**config.mk**
```make
export PLATFORM = sky130hd
export DESIGN_NAME = ball_cmd_sched
export DESIGN_NICKNAME = d
export VERILOG_FILES = /design/src/rtl/ball_cmd_sched.sv
export SDC_FILE = /design/constraint.sdc
export NUM_CORES = 1
export LEC_CHECK = 0
export ABC_AREA = 1
export CORE_ASPECT_RATIO = 0.9
export CORE_UTILIZATION = 40
export DETAILED_ROUTE_END_ITERATION = 10
export HOLD_SLACK_MARGIN = 0.08
export SYNTH_ARGS = -nofsm -noshare
export SYNTH_HDL_FRONTEND = slang
export SYNTH_SLANG_ARGS = --single-unit
export TNS_END_PERCENT = 1
```
**constraint.sdc**
```tcl
create_clock -name frame_clk -period 3.1 [get_ports frame_clk]
set_input_delay 0.62 -clock frame_clk [delete_from_list [all_inputs] [get_ports frame_clk]]
set_output_delay 0.62 -clock frame_clk [all_outputs]
set_load 0.005 [all_outputs]
```
**src/rtl/ball_cmd_sched.sv**
```systemverilog
// Arrow-key command scheduler: edge-detects arrow keys into a FIFO, issues
// one direction per handshake with a hold gap; spacebar toggles pause.
// Ports: frame_clk, Reset (async, active-high), key[7:0], cmd_ready ->
//        cmd_valid, cmd_dir[1:0], paused, fifo_count[3:0], overflow.
// Option: BALL_REVERSE_REJECT_EN drops presses opposite to the last direction.
module ball_cmd_sched #(
    parameter int         FIFO_DEPTH  = 4,
    parameter int         HOLD_FRAMES = 8,
    parameter logic [7:0] KEY_PAUSE   = 8'h2C
) (
    input  logic       frame_clk,
    input  logic       Reset,
    input  logic [7:0] key,
    input  logic       cmd_ready,
    output logic       cmd_valid,
    output logic [1:0] cmd_dir,
    output logic       paused,
    output logic [3:0] fifo_count,
    output logic       overflow
);

    localparam int PW = (FIFO_DEPTH > 1) ? $clog2(FIFO_DEPTH) : 1;
    localparam int HW = (HOLD_FRAMES > 1) ? $clog2(HOLD_FRAMES) : 1;
    localparam logic [HW-1:0] HOLD_INIT = HW'(HOLD_FRAMES - 1);
    localparam logic [3:0]    FULL_CNT  = 4'(FIFO_DEPTH);

    typedef enum logic [1:0] {IDLE, ISSUE, HOLD, PAUSED} state_t;

    state_t        state, state_d;
    logic [7:0]    key_q;
    logic          pause_pend, pause_pend_d;
    logic [HW-1:0] hold_cnt, hold_d;
    logic [1:0]    mem [FIFO_DEPTH];
    logic [PW-1:0] wr_ptr, rd_ptr;
    logic [1:0]    head;
    logic          is_arrow;
    logic [1:0]    arrow_dir;
    logic          press, pause_edge, pop, full, reject;
    logic          arrow_ok, push, drop, flush;
    logic          cmd_valid_d, paused_d;
    logic [1:0]    cmd_dir_d;

    assign head = mem[rd_ptr];

    always_comb begin
        is_arrow  = 1'b1;
        arrow_dir = 2'd0;
        unique case (key)
            8'h52:   arrow_dir = 2'd0;
            8'h51:   arrow_dir = 2'd1;
            8'h50:   arrow_dir = 2'd2;
            8'h4F:   arrow_dir = 2'd3;
            default: is_arrow  = 1'b0;
        endcase
    end

    assign press      = is_arrow && (key != key_q);
    assign pause_edge = (key == KEY_PAUSE) && (key_q != KEY_PAUSE);
    assign pop        = cmd_valid && cmd_ready;
    assign full       = (fifo_count == FULL_CNT);

`ifdef BALL_REVERSE_REJECT_EN
    logic [1:0] last_iss;
    logic       last_iss_v;
    logic [1:0] last_dir;
    logic       last_ok;

    // Compare against the queue tail, or the last issued command when empty.
    always_comb begin
        if (fifo_count != 4'd0) begin
            last_dir = mem[wr_ptr - PW'(1)];
            last_ok  = 1'b1;
        end else begin
            last_dir = last_iss;
            last_ok  = last_iss_v;
        end
    end

    // up/down and left/right differ only in bit 0.
    assign reject = last_ok && (arrow_dir == (last_dir ^ 2'b01));

    always_ff @(posedge frame_clk or posedge Reset) begin
        if (Reset) begin
            last_iss   <= 2'd0;
            last_iss_v <= 1'b0;
        end else if (pop) begin
            last_iss   <= head;
            last_iss_v <= 1'b1;
        end
    end
`else
    assign reject = 1'b0;
`endif

    assign arrow_ok = press && (state != PAUSED) && !reject;
    assign push     = arrow_ok && (!full || pop);
    assign drop     = arrow_ok && full && !pop;

    always_ff @(posedge frame_clk or posedge Reset) begin
        if (Reset) begin
            state      <= IDLE;
            key_q      <= 8'h00;
            pause_pend <= 1'b0;
            hold_cnt   <= '0;
            cmd_valid  <= 1'b0;
            cmd_dir    <= 2'd0;
            paused     <= 1'b0;
            overflow   <= 1'b0;
        end else begin
            state      <= state_d;
            key_q      <= key;
            pause_pend <= pause_pend_d;
            hold_cnt   <= hold_d;
            cmd_valid  <= cmd_valid_d;
            cmd_dir    <= cmd_dir_d;
            paused     <= paused_d;
            overflow   <= overflow | drop;
        end
    end

    always_comb begin
        state_d = state;
        unique case (state)
            IDLE: begin
                if (pause_pend)
                    state_d = PAUSED;
                else if (fifo_count != 4'd0)
                    state_d = ISSUE;
            end
            ISSUE: begin
                if (cmd_ready)
                    state_d = HOLD;
            end
            HOLD: begin
                if (hold_cnt == '0)
                    state_d = pause_pend ? PAUSED : IDLE;
            end
            PAUSED: begin
                if (pause_edge)
                    state_d = IDLE;
            end
            default: state_d = IDLE;
        endcase
    end

    always_comb begin
        cmd_valid_d  = cmd_valid;
        cmd_dir_d    = cmd_dir;
        paused_d     = paused;
        hold_d       = hold_cnt;
        flush        = 1'b0;
        pause_pend_d = pause_pend | (pause_edge && (state != PAUSED));
        unique case (state)
            IDLE: begin
                if (!pause_pend && (fifo_count != 4'd0)) begin
                    cmd_valid_d = 1'b1;
                    cmd_dir_d   = head;
                end
            end
            ISSUE: begin
                if (cmd_ready) begin
                    cmd_valid_d = 1'b0;
                    hold_d      = HOLD_INIT;
                end
            end
            HOLD: begin
                if (hold_cnt != '0)
                    hold_d = hold_cnt - HW'(1);
            end
            PAUSED: begin
                if (pause_edge)
                    paused_d = 1'b0;
            end
            default: ;
        endcase
        // Entering pause empties the queue and consumes the request.
        if ((state_d == PAUSED) && (state != PAUSED)) begin
            flush        = 1'b1;
            paused_d     = 1'b1;
            pause_pend_d = 1'b0;
        end
    end

    always_ff @(posedge frame_clk or posedge Reset) begin
        if (Reset) begin
            wr_ptr     <= '0;
            rd_ptr     <= '0;
            fifo_count <= 4'd0;
        end else if (flush) begin
            wr_ptr     <= '0;
            rd_ptr     <= '0;
            fifo_count <= 4'd0;
        end else begin
            if (push)
                wr_ptr <= wr_ptr + PW'(1);
            if (pop)
                rd_ptr <= rd_ptr + PW'(1);
            fifo_count <= fifo_count + 4'(push) - 4'(pop);
        end
    end

    always_ff @(posedge frame_clk) begin
        if (push)
            mem[wr_ptr] <= arrow_dir;
    end

endmodule

```
Word level (Yosys, flattened, before mapping) --
Memory sizes are Yosys's and may differ from the RTL's. A register that Yosys moved wholly into a read port is not among the register bits. Index checks and enable logic that the tools add are counted. Widths: inputs -> output; s select.
Word-level totals: flip-flop bits (word level) 25, RAM bits 8, input bits 11, logic and storage cells 90, memories kept 1
Memory list:
- mem | words 4, bits a word 2, rd ports 1, clocked after Yosys merged registers in 1, wr ports 1, line 33 | logic [1:0] mem [FIFO_DEPTH];
Cells by class: $add $sub $neg 5, equal/unequal tests 16, multiplexer cells 27, bitwise operators 2, reductions and logical operators 29
Operators with widths (number):
- $eq 8x7->1 const B | 4
- $mux 2 | 10
- $reduce_bool 2->1 | 6
- $logic_and 1x1->1 | 10
- $mux 1 | 10
- $eq 8x6->1 const B | 1
- $ne 2x2->1 const B | 4
- $ne 8x6->1 const B | 1
- $ne 8x8->1 | 1
- $pmux 2 s4 | 1
- $eq 2x2->1 const B | 3
- $mux 3 | 2
- $pmux 2 s3 | 1
- $pmux 3 s2 | 1
- $reduce_and 3->1 | 2
- $add 2x1->2 const B | 2
- $add 4x1->4 | 1
- $eq 4x3->1 const B | 1
- $mux 4 | 1
- $reduce_and 2->1 | 2
- $reduce_bool 4->1 | 1
- $reduce_or 4->1 | 1
- $sub 4x1->4 | 1
- $logic_not 1->1 | 3
- other kinds (8) | 9

Logic depth before layout (Yosys ltp) --
Gate-level depths: netlist of the first run.
depth after elaboration 9, depth in mapped cells 13, gate-level depth less buffers 13

Least setup slack after synthesis of the first run --
Ideal clock, no wire load.
path type input to register, start input key[4], end register fifo_count[2], setup time 123 ps, arrival 2159 ps, data required time 2977 ps, slack 818 ps, stages 11, path through inv_1 -> nand2_1 -> nor2_1 -> nand2_2 -> a21oi_4 -> nand3_4 -> xor2_1 -> ha_1 -> fa_1 -> xnor2_1 -> nor2_1
On the way: cells in the longest elaborated chain, start to end 9, elaborated cells between the ends (all ways) 20
RTL lines:
- from (decl) | line 13 | input logic [7:0] key,
- $eq 8x7->1 | line 48 | unique case (key)
- $reduce_or 4->1 (no source line)
- $mux 1 | line 48
- $logic_and 1x1->1 | line 57 | assign press = is_arrow && (key != key_q);
- $logic_and 1x1->1 | line 95 | assign arrow_ok = press && (state != PAUSED) && !reject;
- $logic_and 1x1->1 | line 96 | assign push = arrow_ok && (!full || pop);
- $add 4x1->4 | line 198 | fifo_count <= fifo_count + 4'(push) - 4'(pop);
- $sub 4x1->4 | line 198
- $mux 4 (*) | line 189 | end else if (flush) begin
- to (signal assigned) | line 198
- to (decl) | line 18 | output logic [3:0] fifo_count,
Mark *: on every way between the ends. The rest lies on a longest branch, timed or not. A chain may end at the register's enable or synchronous reset.

Final worst setup path of the first run --
start input key[1], end register fifo_count[2]
The elaborated chain is that of the path after synthesis.

==> results of run 1 <==
## cells by family (layout without fill, tap and decap cells)
group / Yosys count / in the layout / share of synthesized area
compound gates: 20 / 20 / 0.0649
buf+inv: 39 / 69 / 0.0775
xor+xnor: 7 / 7 / 0.0325
flops: 35 / 35 / 0.485
simple gates: 112 / 112 / 0.257
fa+ha+maj: 12 / 12 / 0.0834
## placed cells by master (no fill, tap or decap), drive strengths merged, types with 3 or more instances in the layout
| cell type | instances |
|---|---|
| clkbuf | 5 |
| a31oi | 3 |
| nand3 | 10 |
| ha | 11 |
| inv | 39 |
| edfxtp | 8 |
| dfrtp | 27 |
| clkdlybuf4s50 | 19 |
| xor2 | 3 |
| nor2 | 43 |
| a21oi | 7 |
| xnor2 | 4 |
| nand4 | 4 |
| nand2 | 55 |
| o21ai | 7 |
| buf | 3 |
## final cells by class
class / count / area, um^2
clock buffers: 5 / 68.8
inverters: 39 / 146
clock inverters: 3 / 20.0
flip-flops and latches: 35 / 916
multi-input cells: 151 / 827
fillers: 440 / 2220
repair buffers: 22 / 213
well taps: 62 / 77.6
## state kept, by name, indices dropped and copies added, names as in the netlist
register / count
overflow: 1
fifo_count: 4
pause_pend: 1
state: 2
mem: 8
cmd_valid: 1
rd_ptr: 2
paused: 1
cmd_dir: 2
key_q: 8
hold_cnt: 3
wr_ptr: 2
## worst paths after layout
kind,startpoint,endpoint,slack (ns)
max,key[1],fifo_count[2],0.42
min,hold_cnt[0],hold_cnt[0],0.46
max reg2reg,state[0],fifo_count[2],1.01
min reg2reg,hold_cnt[0],hold_cnt[0],0.46
max in group asynchronous,Reset,key_q[2],2.14
min in group asynchronous,Reset,hold_cnt[2],0.69
## power by group through the flow
stage	sequential (mW)	combinational [mW]	clock [mW]
final	0.656	0.719	0.326
after global placement	0.667	0.717	0
after detailed placement	0.666	0.733	0
after CTS	0.657	0.737	0.338
after global routing	0.672	0.840	0.355
after floorplan	0.657	0.498	0
## per-layer routing
metal | vias to the layer above | track usage | wire (um)
met4 | 0 | 0.0613 | 48
met2 | 20 | 0.239 | 1520
met1 | 622 | 0.197 | 1630
met3 | 6 | 0.0403 | 108
met5 | - | 0 | 0
li1 | 755 | - | -
==> results by group, run 1 <==
Final layout
  – Synth-to-layout area growth: 20.1%
  – Share of layout cells above drive strength 1: 0.0863
  – Cell Count, Final, Fillers Out: 317
  – Number of diodes: 0
  – Nets@finish: 277
  – Util after Layout: 0.505
  – Fin area: 2270 um^2

Drt
  – DR vias/cell: 4.43
  – Via count: 1403
  – Wire per inst: 10.4 um
  – Initial drt markers: slightly below 90
  – DRT Wirelength: 3.31 mm
  – DRC Markers: 0
  – Drt pass-1 iters: 4
  – Routed Antenna Nets: 0

STA
  – Slew Limit Fails: 0
  – WHS: roughly 0.46 ns
  – RSZ-0062 raised after global routing: false
  – Skew final: about 0.0066 ns
  – Tmin final: ~2.7 ns
  – Worst slew pin tran: about 0.47 ns
  – Final Setup Violations: 0
  – Final Hold Vio Count: 0
  – Max frequency: 0.373 GHz
  – Setup_tns: 0 ns
  – Max_slew headroom: 0.685
  – Final cycle utilization of the critical path: 0.864
  – Final WS setup: 0.422 ns

Yosys
  – Yosys warns: 0
  – Yosys reg bits: 35
  – Cell Area, Synth: 1890 um^2
  – Syn_nets: around 250
  – Top cell type's share of synthesized area: 0.358
  – Register area share after synthesis: 0.485
  – Count of cell types in the netlist: 22
  – EDFF count, synth: 8
  – Syn Area/Cell: 8.40 um^2
  – Cells after synthesis: 225
  – Leading area contributor after synthesis: dfrtp_1
  – Prevailing post-synth register cell: dfrtp_1
  – Async SR Flop Fraction: 0.771
  – Most common cell in the netlist: nand2_1
  – Synth top cells by count: nand2_1 (51), inv_1 (39), nor2_1 (39)
  – Synth top area cells: dfrtp_1 (36%), edfxtp_1 (13%), nand2_1 (10%), inv_1 (7.7%), nor2_1 (7.7%)

Floorplanning
  – Initial Util: 0.421
  – Die area: 5000 um^2
  – Core area: 4490 um^2
  – Die Y-Extent: about 67 um
  – Die width: 74.4 um
  – Row count: 23
  – I/O pin cnt: 20

Outcome
  – Status: completed

Clock network
  – Clock Path Buffers: 2
  – Post-CTS Hold Buffers: 0
  – PostCTS Resize Cnt: 0
  – Num CTS Buffers: 5
  – Register clock-pin slew on the reported worst setup and hold paths: 0.07 ns
  – Setup Buffers After CTS: 0
  – Clock sinks: 35
  – Clk_lat worst skew: 0.29 ns
  – Root Driver: clkbuf_8
  – CTS tree: built
  – Htree depth: 2

Worst setup path
  – Slowest cell on the critical path: clkdlybuf4s50_1
  – Worst-path cell chain: clkdlybuf4s50_1, nand2_2, nor2_2, nand2_2, a21oi_4, nand3_4, xor2_1, ha_1, fa_1, xnor2_1, nor2_1
  – CP top delay family: buffers and inverters
  – Crit-path max cell delay: roughly 0.6 ns
  – Crit path capture type: flip-flop
  – Levels on crit path: 11
  – CP required: roughly 3.3 ns
  – Reg2reg path depth: 9
  – CP Class: in -> reg
  – Data arrival, critical path: 2.85 ns
  – CP Launch Type: input port
  – Most used cell, CP: nand2_2
  – Critical Path Fanout Max: 7
  – Worst path bufs/invs: 1

Power
  – Int Pwr: 1.04 mW
  – Leak: 1.08 nW
  – Peak supply drop: 0.308 mV
  – Sw Ratio: 0.387
  – Power Dens Cells: 750 nW/um^2
  – Sequential power share: 0.385
  – Clock network power share: 0.192
  – Comb power frac: 0.423
  – P_sw: 658 uW
  – Power, Total: 1.70 mW

Flow run
  – Max-cap violation count: 0

Min path
  – Hold Path Depth: 1
  – HP Class: reg -> reg

Global routing
  – Gr usage total: 0.151
  – First-pass GRT wire length: between 5 and 6 mm
  – Largest net degree at the start of global routing: 28
  – GR Overflow Total: 0
  – Antenna violations before repair: 0
  – Vias in the first global route: 1314

Placement
  – Final HPWL DP: 2.62 mm
  – Placed Area: 2180 um^2
  – Number of buffers added on ports: 19
  – Pre-CTS worst setup slack: roughly 0.095 ns
  – Routability cong.: 0.756
  – Dpl cells: 309
Power figures use the tool's default switching activity.
==> inputs of run 2 (changes only) <==
--- a/config.mk
+++ b/config.mk
@@ -7,9 +7,10 @@
 export LEC_CHECK = 0
 export ABC_AREA = 1
 export CORE_ASPECT_RATIO = 0.9
-export CORE_UTILIZATION = 40
+export CORE_UTILIZATION = 55
 export DETAILED_ROUTE_END_ITERATION = 10
 export HOLD_SLACK_MARGIN = 0.08
+export PLACE_DENSITY = 0.78
 export SYNTH_ARGS = -nofsm -noshare
 export SYNTH_HDL_FRONTEND = slang
 export SYNTH_SLANG_ARGS = --single-unit
==> constraint.sdc (replaced) <==
create_clock -name frame_clk -period 3.1 [get_ports frame_clk]
set_input_delay 0.62 -clock frame_clk [delete_from_list [all_inputs] [get_ports frame_clk]]
set_output_delay 0.62 -clock frame_clk [all_outputs]
set_load 0.02 [all_outputs]
==> run 2 against run 1 <==
Total power is 2.5% higher. Combinational power rose by 9.2%. First-iteration DRC count shrank 46%. Clock skew down 0.0041 ns. Largest power group unchanged. Highest routed layer unchanged.
==> results by group, run 2 (same netlist as run 1, synthesis figures left out) <==
STA
  – Slew Limit Fails: 0
  – Skew final: 0.00247 ns
  – Max frequency: 0.372 GHz
  – RSZ-0062 raised after global routing: false
  – Setup_tns: 0 ns
  – Final Hold Vio Count: 0
  – Final cycle utilization of the critical path: 0.868
  – Final Setup Violations: 0
  – Max_slew headroom: 0.670
  – Worst slew pin tran: 0.490 ns
  – Tmin final: 2.69 ns

Clock network
  – Num CTS Buffers: 5
  – Register clock-pin slew on the reported worst setup and hold paths: 0.06 ns
  – Clk_lat worst skew: 0.28 ns
  – Setup Buffers After CTS: 0
  – Clock sinks: 35
  – Root Driver: clkbuf_8
  – Clock Path Buffers: 2
  – PostCTS Resize Cnt: 0
  – CTS tree: built
  – Post-CTS Hold Buffers: 0
  – Htree depth: 2

Drt
  – DR vias/cell: approximately 4.9
  – Wire per inst: ~11 um
  – DRC Markers: 0
  – Initial drt markers: 48
  – Drt pass-1 iters: 4
  – Routed Antenna Nets: 0
  – DRT Wirelength: 3.34 mm
  – Via count: 1439

Min path
  – Hold Path Depth: 1
  – HP Class: reg -> reg
  – Hold EP: hold_cnt[0]
  – Hold Startpoint: hold_cnt[0]

Final layout
  – # fillers: 264
  – Nets@finish: 276
  – Share of layout cells above drive strength 1: 0.0711
  – Number of diodes: 0
  – Commonest non-fill, non-tap cell in the layout: nand2_1
  – Synth-to-layout area growth: 17.7%
  – Largest regs: key_q x8, mem x8, fifo_count x4
  – Cell Count, Final, Fillers Out: 295
  – Most frequent cells in the layout: nand2_1 (51), inv_1 (39), nor2_1 (39), dfrtp_1 (27), clkdlybuf4s50_1 (19)

Global routing
  – Antenna violations before repair: 0
  – Met2 Usage GRT: 0.374
  – Vias in the first global route: 1446
  – Met3 usage: 0.0520
  – Gr busiest metal: met2
  – First-pass GRT wire length: 6.00 mm
  – GR Overflow Total: 0
  – Met1 usage in global routing: 0.262
  – Largest net degree at the start of global routing: 28
  – Gr usage total: 0.219

Worst setup path
  – Worst R2R Start: state[0]
  – FF-to-FF End: fifo_count[2]
  – Reg2reg path depth: 9
  – CP required: ~3.3 ns
  – CP Launch Type: input port
  – Most used cell, CP: nand2_2
  – Crit path capture type: flip-flop
  – Crit-path max cell delay: 0.60 ns
  – CP Class: in -> reg
  – Worst R2R Setup Slack: slightly below 1 ns
  – Data arrival, critical path: approximately 2.9 ns
  – Slowest cell on the critical path: clkdlybuf4s50_1
  – Critical Path Fanout Max: 7
  – Worst-path cell chain: clkdlybuf4s50_1, nand2_2, nor2_2, nand2_2, a21oi_4, nand3_4, xor2_1, ha_1, fa_1, xnor2_1, nor2_1

Power
  – Power, Total: ~1.7 mW
  – Leak: between 1 and 1.5 nW
  – Peak supply drop: 0.617 mV
  – Power Dens Cells: 785 nW/um^2

Placement
  – Number of buffers added on ports: 19
  – Dpl cells: 288
  – Routability cong.: between 0.8 and 0.9
  – Final HPWL DP: between 2 and 3 mm

Floorplanning
  – Die Y-Extent: between 50 and 60 um
  – Initial Util: 0.598
  – I/O pin cnt: 20
  – Row count: 19
  – Core area: 3160 um^2
  – Die area: 3670 um^2
  – Die width: 63.8 um

Flow run
  – Max-cap violation count: 0

Outcome
  – Status: completed
==> run 2: power by group <==
part / switching [mW] / internal (mW) / total [mW]
clock: 0.141 / 0.154 / 0.295
combinational: 0.474 / 0.311 / 0.785
sequential: 0.0885 / 0.576 / 0.665
total: 0.703 / 1.04 / 1.74
==> run 2: critical path: cells and delay by family <==
kind                     cells  cell delay (ns)
buffers and inverters        1             0.60
adder cells (fa/ha/maj)      2             0.60
AND/OR/NAND/NOR              5             0.50
XOR/XNOR                     2             0.32
AO/OA/AOI/OAI                1             0.21
==> run 2: per-stage QoR <==
step	setup slack (ns)	utilization	cell area [um^2]	hold WS (ns)
finish	0.410	0.703	2220	0.474
global route	0.284	0.703	2220	0.485
CTS	0.424	0.703	2220	0.472
detailed placement	0.120	0.679	2150	0.465
global placement	0.162	0.679	2150	0.456
floorplan	0.818	-	1890	0.440
==> run 2: cell type report <==
class	count	area, um^2	share of cell area
multi-input cells	151	827	0.372
flip-flops and latches	35	916	0.412
repair buffers	21	205	0.0923
well taps	42	52.6	0.0236
inverters	39	146	0.0658
clock buffers	7	76.3	0.0343
==> run 2: routing by layer <==
metal / routed length (um) / up-vias
met5: 0 / -
met4: 71 / 0
met3: 95 / 8
met2: 1610 / 21
met1: 1560 / 654
li1: - / 756
==> run 2: how the worst max path moves through the flow <==
stage / slack [ns] / depth (start not counted) / to / start
after detailed placement: 0.12 / 11 / fifo_count[2] / key[1]
after global placement: 0.16 / 11 / fifo_count[2] / key[1]
final: 0.41 / 11 / fifo_count[2] / key[1]
after CTS: 0.42 / 11 / fifo_count[2] / key[1]
after global routing: 0.28 / 11 / fifo_count[2] / key[1]
after floorplan: 0.82 / 11 / fifo_count[2] / key[4]
